**config.mk**
```make
export PLATFORM = sky130hd
export DESIGN_NAME = display_scan_ctrl
export DESIGN_NICKNAME = d
export VERILOG_FILES = /design/src/rtl/display_pkg.sv /design/src/rtl/display_scan_ctrl_seg7_hex_decoder.sv /design/src/rtl/display_scan_ctrl.sv
export SDC_FILE = /design/constraint.sdc
export NUM_CORES = 1
export LEC_CHECK = 0
export BUFFER_PORTS_ARGS = -buffer_cell sky130_fd_sc_hd__buf_2
export CAP_MARGIN = 20
export CORE_UTILIZATION = 59
export DETAILED_ROUTE_END_ITERATION = 10
export GPL_TIMING_DRIVEN = 0
export PLACE_DENSITY = 0.86
export SLEW_MARGIN = 15
export SYNTH_ARGS = -nofsm -noshare
export SYNTH_HDL_FRONTEND = slang
export SYNTH_SLANG_ARGS = --single-unit
```
**constraint.sdc**
```tcl
create_clock -name clock -period 2.7 [get_ports clock]
set_clock_uncertainty 0.05 [all_clocks]
set_input_delay 0.54 -clock clock [delete_from_list [all_inputs] [get_ports clock]]
set_output_delay 0.54 -clock clock [all_outputs]
set_load 0.02 [all_outputs]
```
**src/rtl/display_pkg.sv**
```systemverilog
// Shared types and constants for the 4-digit multiplexed 7-segment display.
// Segment and digit-select encodings are active-low (common-anode hardware).
package display_pkg;

  // Scan FSM: dead-time blank, then the digit is driven.
  typedef enum logic {
    BLANK = 1'b0,
    SHOW  = 1'b1
  } scan_state_e;

  // One stored digit: enable flag plus hex value.
  typedef struct packed {
    logic       en;
    logic [3:0] value;
  } digit_t;

  localparam logic [6:0] SEG_OFF = 7'h7F;
  localparam logic [3:0] DIG_OFF = 4'hF;

  // Hex glyphs, active-low, bit0 = a ... bit6 = g. Element 0 is the last entry.
  localparam logic [15:0][6:0] HEX_GLYPHS = {
    7'h0E, 7'h06, 7'h21, 7'h46,   // F E d C
    7'h03, 7'h08, 7'h10, 7'h00,   // b A 9 8
    7'h78, 7'h02, 7'h12, 7'h19,   // 7 6 5 4
    7'h30, 7'h24, 7'h79, 7'h40    // 3 2 1 0
  };

  // Active-low one-cold digit select for a scan index.
  function automatic logic [3:0] digit_select(input logic [1:0] idx);
    return ~(4'b0001 << idx);
  endfunction

endpackage

```
**src/rtl/display_scan_ctrl_seg7_hex_decoder.sv**
```systemverilog
// Combinational hex-to-7-segment decoder (active-low segments).
module seg7_hex_decoder
  import display_pkg::*;
(
  input  logic [3:0] value,
  output logic [6:0] segments
);

  // Table lookup of the glyph for the current value.
  always_comb begin
    segments = HEX_GLYPHS[value];
  end

endmodule

```
**src/rtl/display_scan_ctrl.sv**
```systemverilog
// Round-robin scan scheduler for a 4-digit common-anode 7-segment display.
// Each digit slot is a BLANK dead-time followed by a SHOW dwell. Digit values
// are written into shadow registers and copied to the active set only at the
// frame boundary (end of SHOW for digit 0), so a multi-digit value never tears.
// Optional feature: define DISPLAY_SCAN_LZB_EN for leading-zero blanking.
module display_scan_ctrl
  import display_pkg::*;
#(
  parameter int DWELL_CYCLES = 4667,
  parameter int BLANK_CYCLES = 16
) (
  input  logic       clock,
  input  logic       reset_n,
  input  logic       wr_valid,
  output logic       wr_ready,
  input  logic [1:0] wr_digit,
  input  logic [3:0] wr_value,
  input  logic       wr_enable,
  input  logic       commit,
  output logic       frame_tick,
  output logic [6:0] Display,
  output logic [3:0] Digito
);

  localparam int MAX_CYCLES = (DWELL_CYCLES > BLANK_CYCLES) ? DWELL_CYCLES : BLANK_CYCLES;
  localparam int CNT_W      = $clog2(MAX_CYCLES + 1);
  localparam logic [CNT_W-1:0] DWELL_LAST = CNT_W'(DWELL_CYCLES - 1);
  localparam logic [CNT_W-1:0] BLANK_LAST = CNT_W'(BLANK_CYCLES - 1);

  scan_state_e       state_q, state_d;
  logic [1:0]        idx_q, idx_d;
  logic [CNT_W-1:0]  cnt_q, cnt_d;
  logic              pending_q, pending_d;
  logic              ready_q, ready_d;
  logic              tick_q, tick_d;
  logic [6:0]        display_q, display_d;
  logic [3:0]        digito_q, digito_d;
  digit_t [3:0]      shadow_q, shadow_d;
  digit_t [3:0]      active_q, active_d;

  logic              boundary;
  logic              lead_zero;
  logic [6:0]        glyph;

  // The single decoder looks at the active digit for the current scan index.
  seg7_hex_decoder u_decoder (
    .value    (active_q[idx_q].value),
    .segments (glyph)
  );

  // The frame ends on the last dwell cycle of digit 0.
  assign boundary = (state_q == SHOW) && (idx_q == 2'd0) && (cnt_q == DWELL_LAST);

`ifdef DISPLAY_SCAN_LZB_EN
  // Suppress a digit when it and every digit to its left are zero or disabled.
  always_comb begin
    lead_zero = (idx_q != 2'd0);
    for (int k = 0; k < 4; k++) begin
      if (k >= int'(idx_q) && active_q[k].en && (active_q[k].value != 4'd0)) begin
        lead_zero = 1'b0;
      end
    end
  end
`else
  assign lead_zero = 1'b0;
`endif

  // Shadow writes, commit bookkeeping and the frame-boundary copy.
  always_comb begin
    shadow_d  = shadow_q;
    active_d  = active_q;
    pending_d = pending_q;
    tick_d    = 1'b0;
    if (wr_valid && ready_q) begin
      shadow_d[wr_digit] = '{en: wr_enable, value: wr_value};
    end
    if (boundary) begin
      // A write in this same cycle is already in shadow_d and is included.
      if (pending_q || commit) begin
        active_d = shadow_d;
      end
      pending_d = 1'b0;
      tick_d    = 1'b1;
    end else if (commit) begin
      pending_d = 1'b1;
    end
    ready_d = ~pending_d;
  end

  // Scan FSM: slot timing and the registered digit/segment drive.
  always_comb begin
    state_d   = state_q;
    idx_d     = idx_q;
    cnt_d     = cnt_q + CNT_W'(1);
    display_d = display_q;
    digito_d  = digito_q;
    case (state_q)
      BLANK: begin
        if (cnt_q == BLANK_LAST) begin
          state_d = SHOW;
          cnt_d   = '0;
          // Disabled digits keep their slot but stay dark, so brightness is constant.
          if (active_q[idx_q].en && !lead_zero) begin
            digito_d  = digit_select(idx_q);
            display_d = glyph;
          end else begin
            digito_d  = DIG_OFF;
            display_d = SEG_OFF;
          end
        end
      end
      SHOW: begin
        if (cnt_q == DWELL_LAST) begin
          state_d   = BLANK;
          idx_d     = idx_q - 2'd1;
          cnt_d     = '0;
          digito_d  = DIG_OFF;
          display_d = SEG_OFF;
        end
      end
      default: begin
        state_d   = BLANK;
        cnt_d     = '0;
        digito_d  = DIG_OFF;
        display_d = SEG_OFF;
      end
    endcase
  end

  // State register; reset blanks the display and discards shadow and commit.
  always_ff @(posedge clock or negedge reset_n) begin
    if (!reset_n) begin
      state_q   <= BLANK;
      idx_q     <= 2'd3;
      cnt_q     <= '0;
      pending_q <= 1'b0;
      ready_q   <= 1'b1;
      tick_q    <= 1'b0;
      display_q <= SEG_OFF;
      digito_q  <= DIG_OFF;
      shadow_q  <= '0;
      active_q  <= '0;
    end else begin
      state_q   <= state_d;
      idx_q     <= idx_d;
      cnt_q     <= cnt_d;
      pending_q <= pending_d;
      ready_q   <= ready_d;
      tick_q    <= tick_d;
      display_q <= display_d;
      digito_q  <= digito_d;
      shadow_q  <= shadow_d;
      active_q  <= active_d;
    end
  end

  assign wr_ready   = ready_q;
  assign frame_tick = tick_q;
  assign Display    = display_q;
  assign Digito     = digito_q;

endmodule

```
==> Word level (Yosys, flattened, before mapping) <==
Memories as Yosys holds them, arrays and structs flattened.
Cells that the tools add are included.
{ "classes": {"shift": 1, "reduce_logical": 9, "add_sub_neg": 2, "muxes": 24, "eq_ne": 4, "magnitude_cmp": 4, "bitwise": 3} }
{ "op_table": {"columns": ["operator", "count"], "rows": [
  ["$mux W7", 4],
  ["$mux W13", 2],
  ["$pmux W13 S2", 1],
  ["$bwmux W20", 1],
  ["$mux W20", 1],
  ["$pmux W7 S2", 1],
  ["$add A13 B1 Y13 const B", 1],
  ["$eq A13 B13 Y1 const B", 1],
  ["$eq A13 B4 Y1 const B", 1],
  ["$mux W4", 3],
  ["$bmux W5 S2", 1],
  ["$demux W5 S2", 1],
  ["$mux W5", 2],
  ["$pmux W4 S2", 1],
  ["$lt A2 B3 Y1 const B", 2],
  ["$reduce_and A2 Y1", 3],
  ["$lt A4 B5 Y1 const B", 1],
  ["$mux W1", 5],
  ["$logic_and A1 B1 Y1", 4],
  ["$not A4 Y4", 1],
  ["$shl A1 B2 Y4 const A", 1],
  ["$ge A2 B1 Y1 const B", 1],
  ["$logic_not A2 Y1", 1],
  ["$ne A2 B1 Y1 const B", 1],
  ["other kinds (5)", 6]
]} }
{ "totals": {"n_memories": 1, "romBits": 112, "wordCells": 72, "ff_bits": 70, "in_bits": 11, "out_inout_bits": 13} }
{ "mem_list": {"columns": ["memory", "words", "word_bits", "rd", "rd_clocked_by_memory_dff", "write_ports", "line", "text"], "rows": [
  ["(name not given)", 16, 7, 1, 0, 0, "display_scan_ctrl_seg7_hex_decoder.sv:11", "segments = HEX_GLYPHS[value];"]
]} }

==> Longest topological paths before layout <==
Gate-level depths: netlist of run 1.
{ "depth": {"ltp_word": 7, "depth_mapped": 7, "ltp_nobuf": 6} }

==> Modules after synthesis <==
A second synthesis of run 1 with hierarchy kept.
{ "hier_totals": {"cells_unflattened": 256, "area_unflattened_um2": 3304.4} }
{ "by_module_without_submodules": {"columns": ["mod", "seq_area_each_um2", "n_inst", "area_each_um2", "cells_per_inst"], "rows": [
  ["display_scan_ctrl", 1769.2, 1, 3029.2, 224],
  ["seg7_hex_decoder", 0.0, 1, 275.3, 32]
]} }

==> Worst setup path after synthesis of run 1 <==
Ideal clock, no wire load.
{ "synth_path": {"path_type": "reg2reg", "from": "register idx_q[0]", "to": "register display_q[0], in the netlist Display[0]", "t_required_ps": 2554, "n_path_buf": 1, "stages_incl_launch_ff": 7, "path_slack_ps": 306, "arrival_ps": 2248, "setup_ps": 96, "synth_period_minus_slack_ps": 2394, "cell_sequence": "dfstp_2 buf_2 mux4_2 ha_1 and3_1 a2111oi_0 a2bb2oi_1"} }
{ "synth_via": {"elab_chain_cells": 7} }
{ "synth_lines": {"columns": ["element", "line", "text"], "rows": [
  ["start: declaration", "display_scan_ctrl.sv:31", "logic [1:0] idx_q, idx_d;"],
  ["start signal: assignment", "display_scan_ctrl.sv:145", "idx_q <= idx_d;"],
  ["$bmux W5 S2 (*)", "display_scan_ctrl.sv:47, display_scan_ctrl.sv:103", null],
  ["$mux W5 (not written as such) (*)", "display_scan_ctrl.sv:103", "if (active_q[idx_q].en && !lead_zero) begin"],
  ["$mem_v2 Z16 W7", null, null],
  ["$mux W7 (not written as such)", "display_scan_ctrl_seg7_hex_decoder.sv:11", null],
  ["$mux W7 (*)", "display_scan_ctrl.sv:103", null],
  ["$mux W7 (*)", "display_scan_ctrl.sv:99", "if (cnt_q == BLANK_LAST) begin"],
  ["$pmux W7 S2 (*)", "display_scan_ctrl.sv:97", "case (state_q)"],
  ["end signal: assignment", "display_scan_ctrl.sv:150", "display_q <= display_d;"],
  ["end: declaration", "display_scan_ctrl.sv:36", "logic [6:0] display_q, display_d;"]
]} }
Mark *: on every way between the ends. The rest lies on a longest branch, timed or not. The select of a mux whose other input is x is not followed.
A chain may end at the register's enable or synchronous reset.

==> Worst setup path after layout of run 1 <==
{ "layout_path": {"from": "register idx_q[0]", "to": "register display_q[5], in the netlist Display[5]"} }
The elaborated chain is that of the path after synthesis.

==> run summary, run 1 <==
The number of top-level design ports is 24. For this block, the via count after detailed routing is 2,011. In the synthesized netlist, mux cells make up 19.0% of the area. The floorplan step defined a die boundary enclosing 5690 µm². In the post-synthesis netlist, the biggest area contributors are sky130_fd_sc_hd__dfrtp_1 (44%), sky130_fd_sc_hd__mux2_2 (15%), sky130_fd_sc_hd__dfstp_2 (12%), sky130_fd_sc_hd__ha_1 (4.7%), sky130_fd_sc_hd__mux4_2 (3.5%). The initial standard-cell utilization of the core was 61.9%; the xor/xnor share of the synthesized area was 3.30%.

Setup repair after global routing left no endpoint under its margin. Summing the areas of all fa, ha and maj instances in the mapped netlist gives 4.72% of the synthesized area. For the TritonCTS buffer count, the log shows 9. The number of antenna diodes in the final layout is 0. The first detailed-routing pass ran for 4 iterations. The initial antenna violation count is 0. The worst path in the final design needs a cycle of 2.54 ns, including I/O delays and setup. The total detailed-routing wirelength was 5820 µm; the detail-routed net length per standard cell was 16.7 µm. After clock tree synthesis, the clock-pin slew on the worst setup and hold paths is 0.07 ns. The number of global-route vias before repair is 1,944, and the number of instances in the synthesized netlist is 239.

The top cell type by total area after synthesis was sky130_fd_sc_hd__dfrtp_1. The logs give 333 for the number of placed instances, taps included and 0.160 ns for the worst setup slack after layout. For this design the static power due to leakage is 1.68 nW. The sequential fraction of the synthesis area is 55.6%, and the number of hold buffers added after cts is 0. After synthesis, the largest family of logic cells by area is multiplexers. The worst setup path is launched from a register. Summed over all nets, the half-perimeter wirelength after detailed placement is 4050 µm. The part of the cycle the worst path needs was 94.1%; the number of max-slew violations in the final report was 0.

The synthesized area came out at 3180 µm². The die is 75.4 µm wide. Of the cells placed in the final design, the portion with a size suffix greater than 1 is 37.8%. The tools report the number of buffers added for setup after CTS as 0.

Global routing finished with a remaining overflow of 0. The run finished with clean final reports. The number of nets in the layout was 297; the post-synthesis area per instance was 13.3 µm². The area growth from synthesis to layout is 12.9%. Data on the critical path arrives at its endpoint at 2.73 ns. Across the run, the number of max-cap violations was 0. The largest fanout on the critical path was 7.

For the maximum level of the CTS H-tree, the log shows 3. The fill cell instance count of the final layout is 364, and the simple-gate portion of the synthesized area is 8.85%. The count of port buffers added during placement works out to 23. The run gives 0.855 as the routability congestion estimate from global placement.

The tools report the pre-CTS setup slack as -0.0986 ns. The complex-gate fraction of the synthesized area was 6.06%; the number of distinct standard cells referenced by the synthesized netlist was 39. The final hold violation count is 0. The DRC violation total after the first TritonRoute iteration was 119.

For this run, design rule violations remaining after detail routing come to 0. By startpoint and endpoint, the worst setup path is classified as register to register. The worst pin sits at a relative slew slack of 43.2%.

The worst-case IR drop observed on VDD is 348 µV. The portion of synthesized cell area occupied by the leading cell type was 44.1%. The type of destination of the critical path was a register. The cell at the root of the clock tree was sky130_fd_sc_hd__clkbuf_8.

Power spread over the standard cell area amounts to 502 nW/µm². In the layout the commonest cells are sky130_fd_sc_hd__dfrtp_1 (56), sky130_fd_sc_hd__mux2_2 (41), sky130_fd_sc_hd__buf_2 (23). The library cell used most frequently in the layout, excluding fill and tap cells, is sky130_fd_sc_hd__dfrtp_1. Required time at the endpoint of the critical path: 2.89 ns. Synthesis inferred 70 register bits. Dividing the detail-routed via count by the number of cells gives 5.78.

The global router's overall resource usage is 22.7%. TritonCTS built the clock tree. The post-layout instance count excluding filler cells is 348.

The floorplan has 26 rows. The run gives 0 as the final count of negative-setup-slack endpoints. The area of the core was 5140 µm². The maximum number of pins on one net before global-route repair was 49. The run gives 70 as the clock sink count. Counting along the longest clock path gives a buffer depth of 2.

The tools report the final antenna-violating net count as 0. The clock reaches the later pin of the worst-skew pair after 0.34 ns. The overall die height was 75.4 µm.

The tools report the maximum clock rate as 0.394 GHz. The worst hold path belongs to the class input pin to async pin. The first global-routing pass estimated 9260 µm of wire. At the pin with the least slew margin, the transition time is 0.845 ns. The Yosys step of the flow raised 0 warnings. Counting every net in the synthesized netlist gives 262.
per-layer routing:
layer	vias to the layer above	GRT usage, %	share of wire (%)
li1	930	-	-
met1	1011	30.6	43
met2	65	35.4	50
met3	5	3.97	5.7
met4	0	11.9	1.1
met5	-	0	0
metrics by stage:
stage	instance area [µm²]	total power, mW	setup TNS (ns)	util (%)	hold slack [ns]
2_1_floorplan	3180	1.09	0	-	0.194
3_3_place_gp	3380	1.13	0	65.8	0.420
3_5_place_dp	3410	1.13	-0.174	66.4	0.402
4_1_cts	3570	1.82	0	69.5	0.0352
5_1_grt	3590	1.86	0	69.8	0.0542
6_report	3590	1.80	0	69.8	0.0418
state kept, by name (all words and copies together), names as in the netlist:
signal / count
cnt_q: 13
frame_tick: 1
Digito: 4
Display: 7
wr_ready: 1
idx_q: 2
shadow_q: 20
active_q: 20
state_q: 1
pending_q: 1
power breakdown:
| group | internal (mW) | switching [mW] | total [mW] |
|---|---|---|---|
| combinational | 0.0185 | 0.0313 | 0.0498 |
| sequential | 1.06 | 0.00248 | 1.06 |
| clock | 0.322 | 0.369 | 0.690 |
| total | 1.40 | 0.402 | 1.80 |
final cells by class:
class                      count  area (µm²)  area share [%]
sequential                    70        1770            49.3
multi-input combinational    150        1350            37.7
timing repair buffer          24         145            4.04
clock buffer                  10         128            3.56
tap                           70        87.6            2.44
inverter                      12        45.0            1.25
buffer                         7        35.0           0.976
clock inverter                 5        27.5           0.767
path summary, 6_finish.rpt:
path / start / slack (ns) / endpoint / cells past startpoint
max reg2reg: idx_q[0]$_DFFE_PN1P_ / 0.16 / Display[5]$_DFFE_PN1P_ / 6
min in group clock: commit / 0.43 / pending_q$_DFF_PN0_ / 3
min reg2reg: shadow_q[10]$_DFF_PN0_ / 0.44 / shadow_q[10]$_DFF_PN0_ / 1
max in group asynchronous: reset_n / 1.98 / Digito[2]$_DFFE_PN1P_ / 2
min: reset_n / 0.04 / shadow_q[10]$_DFF_PN0_ / 1
max: idx_q[0]$_DFFE_PN1P_ / 0.16 / Display[5]$_DFFE_PN1P_ / 6
worst max-delay path, cell delays in order, from the launching register on:
cell	delay, ns
sky130_fd_sc_hd__dfstp_2	0.55
sky130_fd_sc_hd__clkbuf_4	0.23
sky130_fd_sc_hd__mux4_2	0.60
sky130_fd_sc_hd__ha_1	0.28
sky130_fd_sc_hd__and3_1	0.21
sky130_fd_sc_hd__a2111oi_4	0.38
sky130_fd_sc_hd__a2bb2oi_1	0.14
synthesized netlist by cell type:
| cell | count |
|---|---|
| sky130_fd_sc_hd__o31ai_1 | 1 |
| sky130_fd_sc_hd__a2bb2oi_1 | 7 |
| sky130_fd_sc_hd__mux2i_1 | 3 |
| sky130_fd_sc_hd__ha_1 | 12 |
| sky130_fd_sc_hd__nor3_1 | 2 |
| sky130_fd_sc_hd__nand3_1 | 6 |
| sky130_fd_sc_hd__a211oi_1 | 1 |
| sky130_fd_sc_hd__nor2_1 | 15 |
| sky130_fd_sc_hd__nand2_1 | 7 |
| sky130_fd_sc_hd__o2bb2ai_1 | 1 |
| sky130_fd_sc_hd__xnor2_1 | 9 |
| sky130_fd_sc_hd__a21oi_2 | 1 |
| sky130_fd_sc_hd__or3_1 | 1 |
| sky130_fd_sc_hd__or4_1 | 1 |
| sky130_fd_sc_hd__nand4b_1 | 3 |
| sky130_fd_sc_hd__mux4_2 | 5 |
| sky130_fd_sc_hd__buf_2 | 2 |
| sky130_fd_sc_hd__or2_2 | 1 |
| sky130_fd_sc_hd__o22a_1 | 3 |
| sky130_fd_sc_hd__a21oi_1 | 1 |
| sky130_fd_sc_hd__a2111oi_0 | 1 |
| sky130_fd_sc_hd__dfstp_2 | 14 |
| sky130_fd_sc_hd__inv_1 | 12 |
| sky130_fd_sc_hd__nand2b_1 | 1 |
| sky130_fd_sc_hd__buf_4 | 1 |
| sky130_fd_sc_hd__xor2_1 | 3 |
| sky130_fd_sc_hd__nor2b_1 | 1 |
| sky130_fd_sc_hd__o32a_1 | 2 |
| sky130_fd_sc_hd__o22ai_1 | 1 |
| sky130_fd_sc_hd__nor4_1 | 4 |
| sky130_fd_sc_hd__and3_1 | 5 |
| sky130_fd_sc_hd__o21ai_0 | 5 |
| sky130_fd_sc_hd__and4b_1 | 2 |
| sky130_fd_sc_hd__mux2_2 | 41 |
| sky130_fd_sc_hd__clkbuf_1 | 4 |
| sky130_fd_sc_hd__nand4_1 | 2 |
| sky130_fd_sc_hd__dfrtp_1 | 56 |
| sky130_fd_sc_hd__a21boi_0 | 1 |
| sky130_fd_sc_hd__or3_4 | 1 |
repair_timing:
action	CTS	global route
setup endpoints to repair	2	2
gates resized for setup	2	2
gates cloned	0	0
endpoints found under the hold margin	0	0
cell families (layout without fill, tap and decap cells):
logic type	after synthesis	count (layout)
xor gates and xnor gates	12	12
buffers and inverters	19	58
muxes	49	49
DFF	70	70
and+or+nand+nor	52	52
adders and majority gates	12	12
AOI/OAI and AO/OA	25	25
Power figures use the tool's default switching activity.
==> run 2: changes to the inputs <==
- CORE_UTILIZATION: 59 -> 45
- PLACE_DENSITY: 0.86 -> 0.71
==> run 2 against run 1 <==
  * Hold slack worse by 0.010 ns
  * Count of clock-buffer cells in the layout down 1
  * Critical endpoint is now Display[0]$_DFFE_PN1P_
  * Non-clock buffer count is the same
  * First-iteration DRC count is 44% lower
  * Largest cell class unchanged
  * Clock power is 22% higher
  * Critical path type unchanged
  * Highest routed layer unchanged
  * Sequential share of layout area shrank 0.81 points
  * Core utilization fell by 16 points
  * Final cell count rose by 7.8%
  * Via count down 3.2%
  * Power grew 8.5%
  * Worst setup slack gained 0.020 ns
  * Sequential power barely moved
==> run summary, run 2 (same netlist as run 1, synthesis figures left out) <==
The wire length on met1 was 2720 µm (+7.6%). The number of remaining DRC errors was 0 (unchanged); the fraction of power spent switching nets was 22.9% (+0.58 points). The relative slew slack was 45.7% (+2.5 points). The part of the cycle the worst path needs is 93.3% (-0.75 points), and the number of nets in the layout is 297 (unchanged). The routability congestion estimate from global placement was 0.783 (-8.3%). The wire length on met3 came out at 153 µm (-54%). For the initial standard-cell utilization of the core, the log shows 46.8% (-15 points). For the final count of negative-setup-slack endpoints, the log shows 0 (unchanged). The overall die height works out to 86.1 µm (+14%). The number of antenna diodes is 0 (unchanged). The worst hold path belongs to the class input pin to async pin. The largest fanout on the critical path is 7 (unchanged), and the clock sink count is 70 (unchanged).

The tools report the static power due to leakage as 1.70 nW (+1.1%). Chip width: 86.1 µm (+14%). The critical path startpoint category is a register. The overall via count from detail_route was 1,946 (-3.2%). The logs give 0.448 mW (+11%) for the net switching power of the design and 1,974 (+1.5%) for the number of global-route vias before repair. The share of the core filled with cells in the final layout was 53.7% (-16 points); the DRC violation total after the first TritonRoute iteration was 67 (-44%). For the area of the core, the log shows 6790 µm² (+32%). The cell at the root of the clock tree was sky130_fd_sc_hd__clkbuf_8. The area growth from synthesis to layout is 14.8%. The ratio of total power to cell area is 536 nW/µm² (+6.7%). The detailed-route vias per instance is 5.19 (-10%). The library cells used most frequently in the layout, excluding fill and tap cells, are sky130_fd_sc_hd__dfrtp_1 (56), sky130_fd_sc_hd__mux2_2 (41), sky130_fd_sc_hd__buf_2 (24). The estimated wirelength of the detail-placed design was 4000 µm (-1.2%). The critical path is of the register to register type. The data arrival time at the worst-slack endpoint came out at 2.74 ns (about the same). The register-to-register setup slack was 0.18 ns (+0.02 ns).

The run gives 0.397 GHz (+0.81%) as the maximum clock rate. Setup repair after global routing left no endpoint under its margin. The maximum level of the CTS H-tree is 3 (unchanged), and the final hold violation count is 0 (unchanged).

The fill cell instance count of the final layout is 578 (+59%), and the slew of the pin with the lowest slew margin is 0.808 ns (-0.0372 ns). The tools report the met2 wire length as 2750 µm (-5.4%). The share of total power in the clock network came out at 43.1% (+4.8 points). For the max-cap check violation count, the log shows 0 (unchanged). The peak supply drop came out at 268 µV (-23%). TritonCTS built the clock tree. The number of top-level design ports was 24 (unchanged); the clock-pin slew on the worst setup and hold paths was 0.09 ns (+0.02 ns).

The overall die area was 7410 µm² (+30%). The worst setup path is captured at a register. The post-layout minimum cycle time was 2.52 ns (-0.0204 ns).

The total iterations of the first detailed-routing run was 4 (unchanged); the internal cell power was 1.51 mW (+7.7%). For the residual overflow from global routing, the log shows 0 (unchanged). In this run the top signal layer used is met4. The run gives 1340 µm² (-0.92%) as the footprint of the multi-input gates.

The maximum clock path buffer count is 2 (unchanged), and the maximum number of pins on one net before global-route repair is 50 (+2.0%). The sequential group share of total power is 54.3% (-4.6 points). The logs give 9 (unchanged) for the TritonCTS buffer count and 0 (unchanged) for the number of max-slew violations in the final report.

The fraction of power consumed by combinational cells is 2.6% (-0.2 points), and the setup TNS is 0 ns (unchanged). The fraction of layout instances using a drive strength above 1 is 38.4% (+0.58 points). The leading cell type in the layout, fill and taps excluded is sky130_fd_sc_hd__dfrtp_1. The number of buffers added for setup after CTS is 0 (unchanged).

The global router's overall resource usage is 17.6% (-5.1 points), and the insertion delay to the later sink of the worst-skew pair is 0.35 ns (about the same). The run gives 1.96 mW (+8.5%) as the power after layout. The total detailed-routing wirelength was 5730 µm (-1.7%). The largest registers in the layout are active_q: 20 flops, shadow_q: 20 flops, cnt_q: 13 flops. The required time at the endpoint of the critical path came out at 2.92 ns (+0.03 ns). The startpoint of the most critical register-to-register path was idx_q[0]$_DFFE_PN1P_.

The count of port buffers added during placement was 23 (unchanged); the final antenna-violating net count was 0 (unchanged). The critical path starts at idx_q[0]$_DFFE_PN1P_. The run gives 9770 µm (+5.5%) as the first-pass GRT wire length. The run finished with clean final reports. The tools report the total number of placement rows as 30 (+15%). The detail-routed net length per standard cell works out to 15.3 µm (-8.8%). The initial antenna violation count came out at 0 (unchanged). For the total area of sequential cells, the log shows 1770 µm² (unchanged).
run 2: changes by cell type in the layout (fill, tap and decap cells not counted), sizes merged:
cell	before	now
clkbuf	15	13
buf	26	27
bufinv	0	1
inv	12	13
run 2: per-stage QoR:
step | cells | hold WS [ns] | setup WS [ns] | cell area, µm²
floorplan | 239 | 0.194 | 0.306 | 3180
global placement | 358 | 0.418 | -0.0607 | 3420
detailed placement | 359 | 0.407 | -0.0869 | 3450
CTS | 375 | 0.0270 | 0.127 | 3650
global route | 375 | 0.0410 | 0.0103 | 3650
finish | 375 | 0.0317 | 0.181 | 3650
run 2: power by group through the flow:
stage,clock network [mW],logic [mW],registers (mW)
after floorplan,0,0.0120,1.08
after global placement,0,0.0455,1.08
after detailed placement,0,0.0522,1.08
after CTS,0.860,0.0522,1.06
after global routing,0.906,0.0577,1.06
final,0.843,0.0503,1.06
run 2: repair_timing:
item	CTS	global route
endpoints found under the setup margin	2	0
hold buffers	0	0
gates resized for setup	2	0
run 2: area by class of cell:
class,count,share of cell area (%)
clock inverters,7,2.02
inverters,12,1.23
flip-flops and latches,70,48.5
plain buffers,7,0.891
well taps,96,3.29
clock buffers,9,3.39
repair buffers,24,3.98
multi-input cells,150,36.7
run 2: critical path, stage by stage (launching register included):
cell	delay, ns
sky130_fd_sc_hd__dfstp_2	0.55
sky130_fd_sc_hd__buf_2	0.25
sky130_fd_sc_hd__mux4_2	0.62
sky130_fd_sc_hd__ha_1	0.27
sky130_fd_sc_hd__and3_1	0.18
sky130_fd_sc_hd__a2111oi_2	0.40
sky130_fd_sc_hd__a2bb2oi_1	0.12
run 2: final timing paths:
check,endpoint,cells after the start
max,Display[0]$_DFFE_PN1P_,6
min,cnt_q[5]$_DFF_PN0_,1
max reg2reg,Display[0]$_DFFE_PN1P_,6
min reg2reg,cnt_q[0]$_DFF_PN0_,1
max in group asynchronous,wr_ready$_DFF_PN1_,2
min in group clock,pending_q$_DFF_PN0_,3
run 2: per-layer routing:
metal	vias to the layer above	GRT usage [%]
met5	-	0
met4	0	8.18
met2	28	26.9
li1	940	-
met3	8	3.95
met1	970	23.9
